<file path="config.mk">
export PLATFORM = sky130hd
export DESIGN_NAME = mux2_rr_arbiter
export DESIGN_NICKNAME = d
export VERILOG_FILES = /design/src/rtl/mux2_rr_arbiter.sv
export SDC_FILE = /design/constraint.sdc
export NUM_CORES = 1
export LEC_CHECK = 0
export CORE_MARGIN = 2
export CORE_UTILIZATION = 40
export CTS_BUF_LIST = sky130_fd_sc_hd__clkbuf_2
export DETAILED_ROUTE_END_ITERATION = 12
export PLACE_DENSITY = 0.81
export SYNTH_ARGS = -nofsm -noshare
export SYNTH_HDL_FRONTEND = slang
export SYNTH_SLANG_ARGS = --single-unit
</file>
<file path="constraint.sdc">
create_clock -name clk -period 5.1 [get_ports clk]
set_input_delay 1.02 -clock clk [delete_from_list [all_inputs] [get_ports clk]]
set_output_delay 1.02 -clock clk [all_outputs]
set_load 0.01 [all_outputs]
</file>
<file path="src/rtl/mux2_rr_arbiter.sv">
// Round-robin 2:1 arbiter/sequencer owning the mux select; burst grant up to BURST_LEN words.
// Latency: 1 cycle req->gnt; data path is combinational once granted. Optional MUX_ARB_LOCK_EN adds lock_a/lock_b.
// Backpressure: out_ready=0 holds the grant and beat count indefinitely.
module mux2_rr_arbiter #(
  parameter int WIDTH     = 8,
  parameter int BURST_LEN = 4,
  parameter int CNT_W     = 3
) (
  input  logic             clk,
  input  logic             rst_n,
  input  logic             req_a,
  input  logic [WIDTH-1:0] data_a,
  input  logic             req_b,
  input  logic [WIDTH-1:0] data_b,
  input  logic             out_ready,
`ifdef MUX_ARB_LOCK_EN
  input  logic             lock_a,
  input  logic             lock_b,
`endif
  output logic             gnt_a,
  output logic             gnt_b,
  output logic             sel,
  output logic             out_valid,
  output logic [WIDTH-1:0] out_data,
  output logic             xfer
);

  typedef enum logic [1:0] {IDLE = 2'd0, OWN_A = 2'd1, OWN_B = 2'd2} state_t;

  localparam logic [CNT_W-1:0] CNT_LAST = CNT_W'(BURST_LEN - 1);
  localparam logic [CNT_W-1:0] CNT_MAX  = CNT_W'(BURST_LEN);

  state_t           state;
  state_t           nxt;
  state_t           same_st;
  state_t           other_st;
  logic [CNT_W-1:0] cnt;
  logic             prio;
  logic             owned;
  logic             own_b;
  logic             req_own;
  logic             req_oth;
  logic             lock_own;
  logic             burst_done;
  logic             dropped;
  logic             handover;
  logic             abandon;

  // Reset gates the handshake so a burst aborted by reset never completes a word.
  assign out_valid = rst_n & ((gnt_a & req_a) | (gnt_b & req_b));
  assign out_data  = sel ? data_b : data_a;
  assign xfer      = out_valid & out_ready;

  assign owned    = (state != IDLE);
  assign own_b    = (state == OWN_B);
  assign req_own  = own_b ? req_b : req_a;
  assign req_oth  = own_b ? req_a : req_b;
  assign same_st  = own_b ? OWN_B : OWN_A;
  assign other_st = own_b ? OWN_A : OWN_B;

`ifdef MUX_ARB_LOCK_EN
  assign lock_own = own_b ? lock_b : lock_a;
`else
  assign lock_own = 1'b0;
`endif

  // A drop after at least one word is a normal handover; a drop with no word moved is an abandon.
  assign burst_done = xfer & ~lock_own & (cnt >= CNT_LAST);
  assign dropped    = owned & ~req_own;
  assign handover   = burst_done | (dropped & (cnt != '0));
  assign abandon    = dropped & (cnt == '0);

  always_comb begin
    nxt = state;
    if (state == IDLE) begin
      if (req_a & req_b) nxt = prio ? OWN_B : OWN_A;
      else if (req_a)    nxt = OWN_A;
      else if (req_b)    nxt = OWN_B;
    end else if (abandon) begin
      nxt = IDLE;
    end else if (handover) begin
      if (req_oth)      nxt = other_st;
      else if (req_own) nxt = same_st;
      else              nxt = IDLE;
    end
  end

  always_ff @(posedge clk) begin
    if (!rst_n) begin
      state <= IDLE;
      gnt_a <= 1'b0;
      gnt_b <= 1'b0;
      sel   <= 1'b0;
      cnt   <= '0;
      prio  <= 1'b0;
    end else begin
      state <= nxt;
      gnt_a <= (nxt == OWN_A);
      gnt_b <= (nxt == OWN_B);
      if (nxt == OWN_A)      sel <= 1'b0;
      else if (nxt == OWN_B) sel <= 1'b1;
      if (handover | abandon) begin
        prio <= ~own_b;
        cnt  <= '0;
      end else if (xfer && (cnt != CNT_MAX)) begin
        cnt <= cnt + CNT_W'(1);
      end
    end
  end

endmodule

</file>
==> results by group, run 1 <==
Status
  • Status: completed

STA
  • TNS Setup: 0 ns
  • Final setup vio count: 0
  • RSZ-0062 raised after global routing: false
  • Final Max Tran Viols: 0
  • Max Clock Skew: about 0.016 ns
  • Final count of hold timing violations: 0
  • Crit share post-route: 0.712
  • Min Tclk post-route: 3.63 ns
  • FMAX: approximately 280 MHz
  • Slew @ Worst Pin: ~0.4 ns
  • Worst rel slew slack: 0.730

Worst setup path
  • Worst R2R End: sel
  • Launch point of the worst path: req_a
  • Setup crit end kind: primary output
  • Critical Path Sink: xfer
  • Sum of buffers and inverters on the critical path: 3
  • CP required: about 4 ns
  • Critical path depth: 5
  • R2R Setup Slk: roughly 3.2 ns
  • Crit-path max cell delay: between 0.6 and 0.7 ns
  • CP most frequent cell: clkdlybuf4s50_1
  • Critical path cell sequence: clkdlybuf4s50_1, a22o_4, nand3_1, inv_1, clkdlybuf4s50_1
  • Reg2Reg Depth: 7
  • Delay-heaviest family, CP: buffers and inverters
  • Critical path arrival: around 2.6 ns
  • Critical path peak fanout: 9
  • RR Startpoint: cnt[0]
  • Setup Crit Path Kind: in -> out
  • Crit-path slowest cell: clkdlybuf4s50_1
  • Startpoint types: input pin

GRT
  • Grt met3 use: 0.0357
  • Largest net degree at the start of global routing: 11
  • GRT met2 Usage: 0.256
  • Initial antenna violation count: 0
  • Global route hottest layer: met2
  • Total track usage: 0.174
  • Vias in the first global route: approximately 570
  • First-pass GRT wire length: approximately 2600 um
  • M1 GR Usage: 0.238
  • Gr ovfl total: 0

Floorplan
  • Die area: ~0.0021 sq mm
  • Die span in x: about 46 um
  • Cell Rows: 15
  • Top Ports: 34
  • Initial core utilization: 0.418
  • Die H: between 40 and 50 um
  • Core ar.: approximately 0.0017 sq mm

CTS
  • Setup bufs post-CTS: 0
  • Clock latency on the worst-skew pair: 0.25 ns
  • Clock Sinks: 9
  • CTS tree: yes
  • Clock H-tree levels: 1
  • Clock-pin slew on the worst setup and hold paths: between 0.1 and 0.15 ns
  • CTS Buffer Depth: 2
  • Post-CTS resize count: 0
  • CTS Root Cell: clkbuf_2
  • Total CTS buffers: 3
  • Hold_buf cts: 0

Placed design
  • Buffers on Ports: 33
  • Hpwl dp: 1410 um
  • GP Congestion: 0.818

Yosys
  • Syn Nets: 104
  • Gate Count Post-Synth: 80
  • Main area contributors after synthesis: dfxtp_1 (26%), mux2_2 (14%), ha_1 (5.3%), nor2_1 (4.8%), inv_1 (3.7%)
  • Sequential share of the synthesized area: 0.255
  • Netlist cell types: 34
  • Yosys warns: 0
  • Syn_area_per_cell: 8.82 sq um
  • Cell area after synthesis: between 700 and 800 sq um
  • Top cell type's share of synthesized area: 0.255
  • Largest area contributor in the netlist: dfxtp_1
  • FF+latch count, synth: 9

Finish
  • Most common cell after layout, fill and taps aside: clkdlybuf4s50_1
  • Multi-input combinational cell area: 460 sq um
  • Area taken by flip-flops and latches: around 180 sq um
  • Fill count: 153
  • Most frequent cells in the layout: clkdlybuf4s50_1 (33), mux2_2 (9), nor2_1 (9), dfxtp_1 (9), inv_1 (7)
  • Final core occ: 0.615
  • Nets: ~140
  • Inserted Diodes: 0
  • Fraction of layout cells with a size suffix above 1: 0.205
  • P&R area growth vs syn: 47.2%

Pwr
  • Pwr/cell area: ~200 mW/mm^2
  • Maximum vdd drop: between 0.0001 and 0.00015 V
  • Lkg Pwr: between 0.0004 and 0.0005 uW

Detailed routing
  • ANT nets after route: 0
  • WL/cell: 13.4 um
  • Vias per cell: about 5.1
  • Detailed Routing Iterations Pass 1: 4
  • DRC violations left: 0
  • DRT Wirelength: 1720 um
  • Detailed Route Iter0 Violations: 4
  • Vias: 653

Flow run
  • Number of max-cap violations: 0

Worst hold path
  • HP Class: reg -> reg
==> worst reg2reg max path: stages, from the launching register on <==
cell and delay, ns:
dfxtp_1 0.36, ha_1 0.21, ha_1 0.17, a211o_1 0.23, and4_4 0.23, o221a_4 0.31
a211oi_2 0.15, o22ai_1 0.10
==> stage by stage <==
| stage | instance area, sq um | hold slack, ns | setup slack (ns) | cells | total power, uW |
|---|---|---|---|---|---|
| after floorplan | 706 | 0.511 | 2.50 | 80 | 120 |
| after global placement | 1020 | 0.542 | 1.51 | 125 | 156 |
| after detailed placement | 1020 | 0.545 | 1.48 | 125 | 158 |
| after CTS | 1040 | 0.559 | 1.47 | 129 | 206 |
| after global routing | 1040 | 0.619 | 1.43 | 129 | 218 |
| final | 1040 | 0.560 | 1.47 | 129 | 204 |
==> registers in the layout (all words and copies together) (netlist names) <==
name and count:
gnt_a 1, gnt_b 1, cnt 3, prio 1, sel 1, state 2
==> layout make-up <==
type,instances,area share
well taps,17,0.0205
repair buffers,33,0.318
inverters,7,0.0253
clock buffers,4,0.0193
flip-flops and latches,9,0.173
multi-input cells,59,0.443
==> worst min-delay path by stage <==
stage                 from      to  slack, ns  depth (start not counted)
floorplan           cnt[1]  cnt[1]       0.51                          2
finish              cnt[1]  cnt[1]       0.56                          2
global route        cnt[1]  cnt[1]       0.62                          2
detailed placement  cnt[1]  cnt[1]       0.54                          2
CTS                 cnt[1]  cnt[1]       0.56                          2
global placement    cnt[1]  cnt[1]       0.54                          2
==> logic make-up after synthesis <==
group | Yosys count | synth area share
compound gates | 17 | 0.220
xor+xnor | 1 | 0.0124
fa+ha+maj | 3 | 0.0532
buf+inv | 12 | 0.0922
flops | 9 | 0.255
mux | 10 | 0.158
simple gates | 28 | 0.209
==> layer usage <==
layer,wire length [um],share of wire
met5,0,0
met4,14,0.0081
met3,19,0.011
met2,898,0.52
met1,792,0.46
==> cell usage after synthesis <==
cell       n
o221a_4    1
and4_4     1
dfxtp_1    9
or2_2      1
a21oi_1    2
nor3_1     2
buf_6      2
o211ai_2   1
or2b_1     1
nand3_1    2
and2b_2    1
nor3b_1    2
a211oi_2   1
o22ai_1    2
buf_2      1
buf_4      1
xnor2_1    1
mux2i_1    1
nand2_1    5
a22o_4     1
ha_1       3
mux2_2     9
o21ai_2    2
and2_2     1
a211o_1    1
clkbuf_1   1
a2bb2oi_1  1
nand2b_1   2
nor2_1     9
and2_1     1
o21ai_0    1
o21a_1     3
a211oi_1   1
inv_1      7
==> where the power goes <==
group,total [uW],switching [uW],internal [uW]
clock,47.8,27.0,20.8
combinational,73.8,26.5,47.3
sequential,82.2,7.35,74.8
total,204,60.9,143
No activity file was read; power rests on OpenSTA's default activity.
==> run 2: changes to the inputs <==
- clock period: 5.1 -> 3.45 ns (I/O delays scaled with it)
==> results of run 2 <==
Same layout as run 1 (identical final DEF). Status: completed.
Among the figures that moved: final weighted congestion in routability-driven placement 0.818 -> 0.819; setup slack after placement 1.48 ns -> 0.487 ns; setup slack after layout 1.47 ns -> 0.478 ns; register-to-register setup slack 3.24 ns -> 1.59 ns; total power 204 uW -> 301 uW; worst IR drop on VDD 0.000113 V -> 0.000167 V
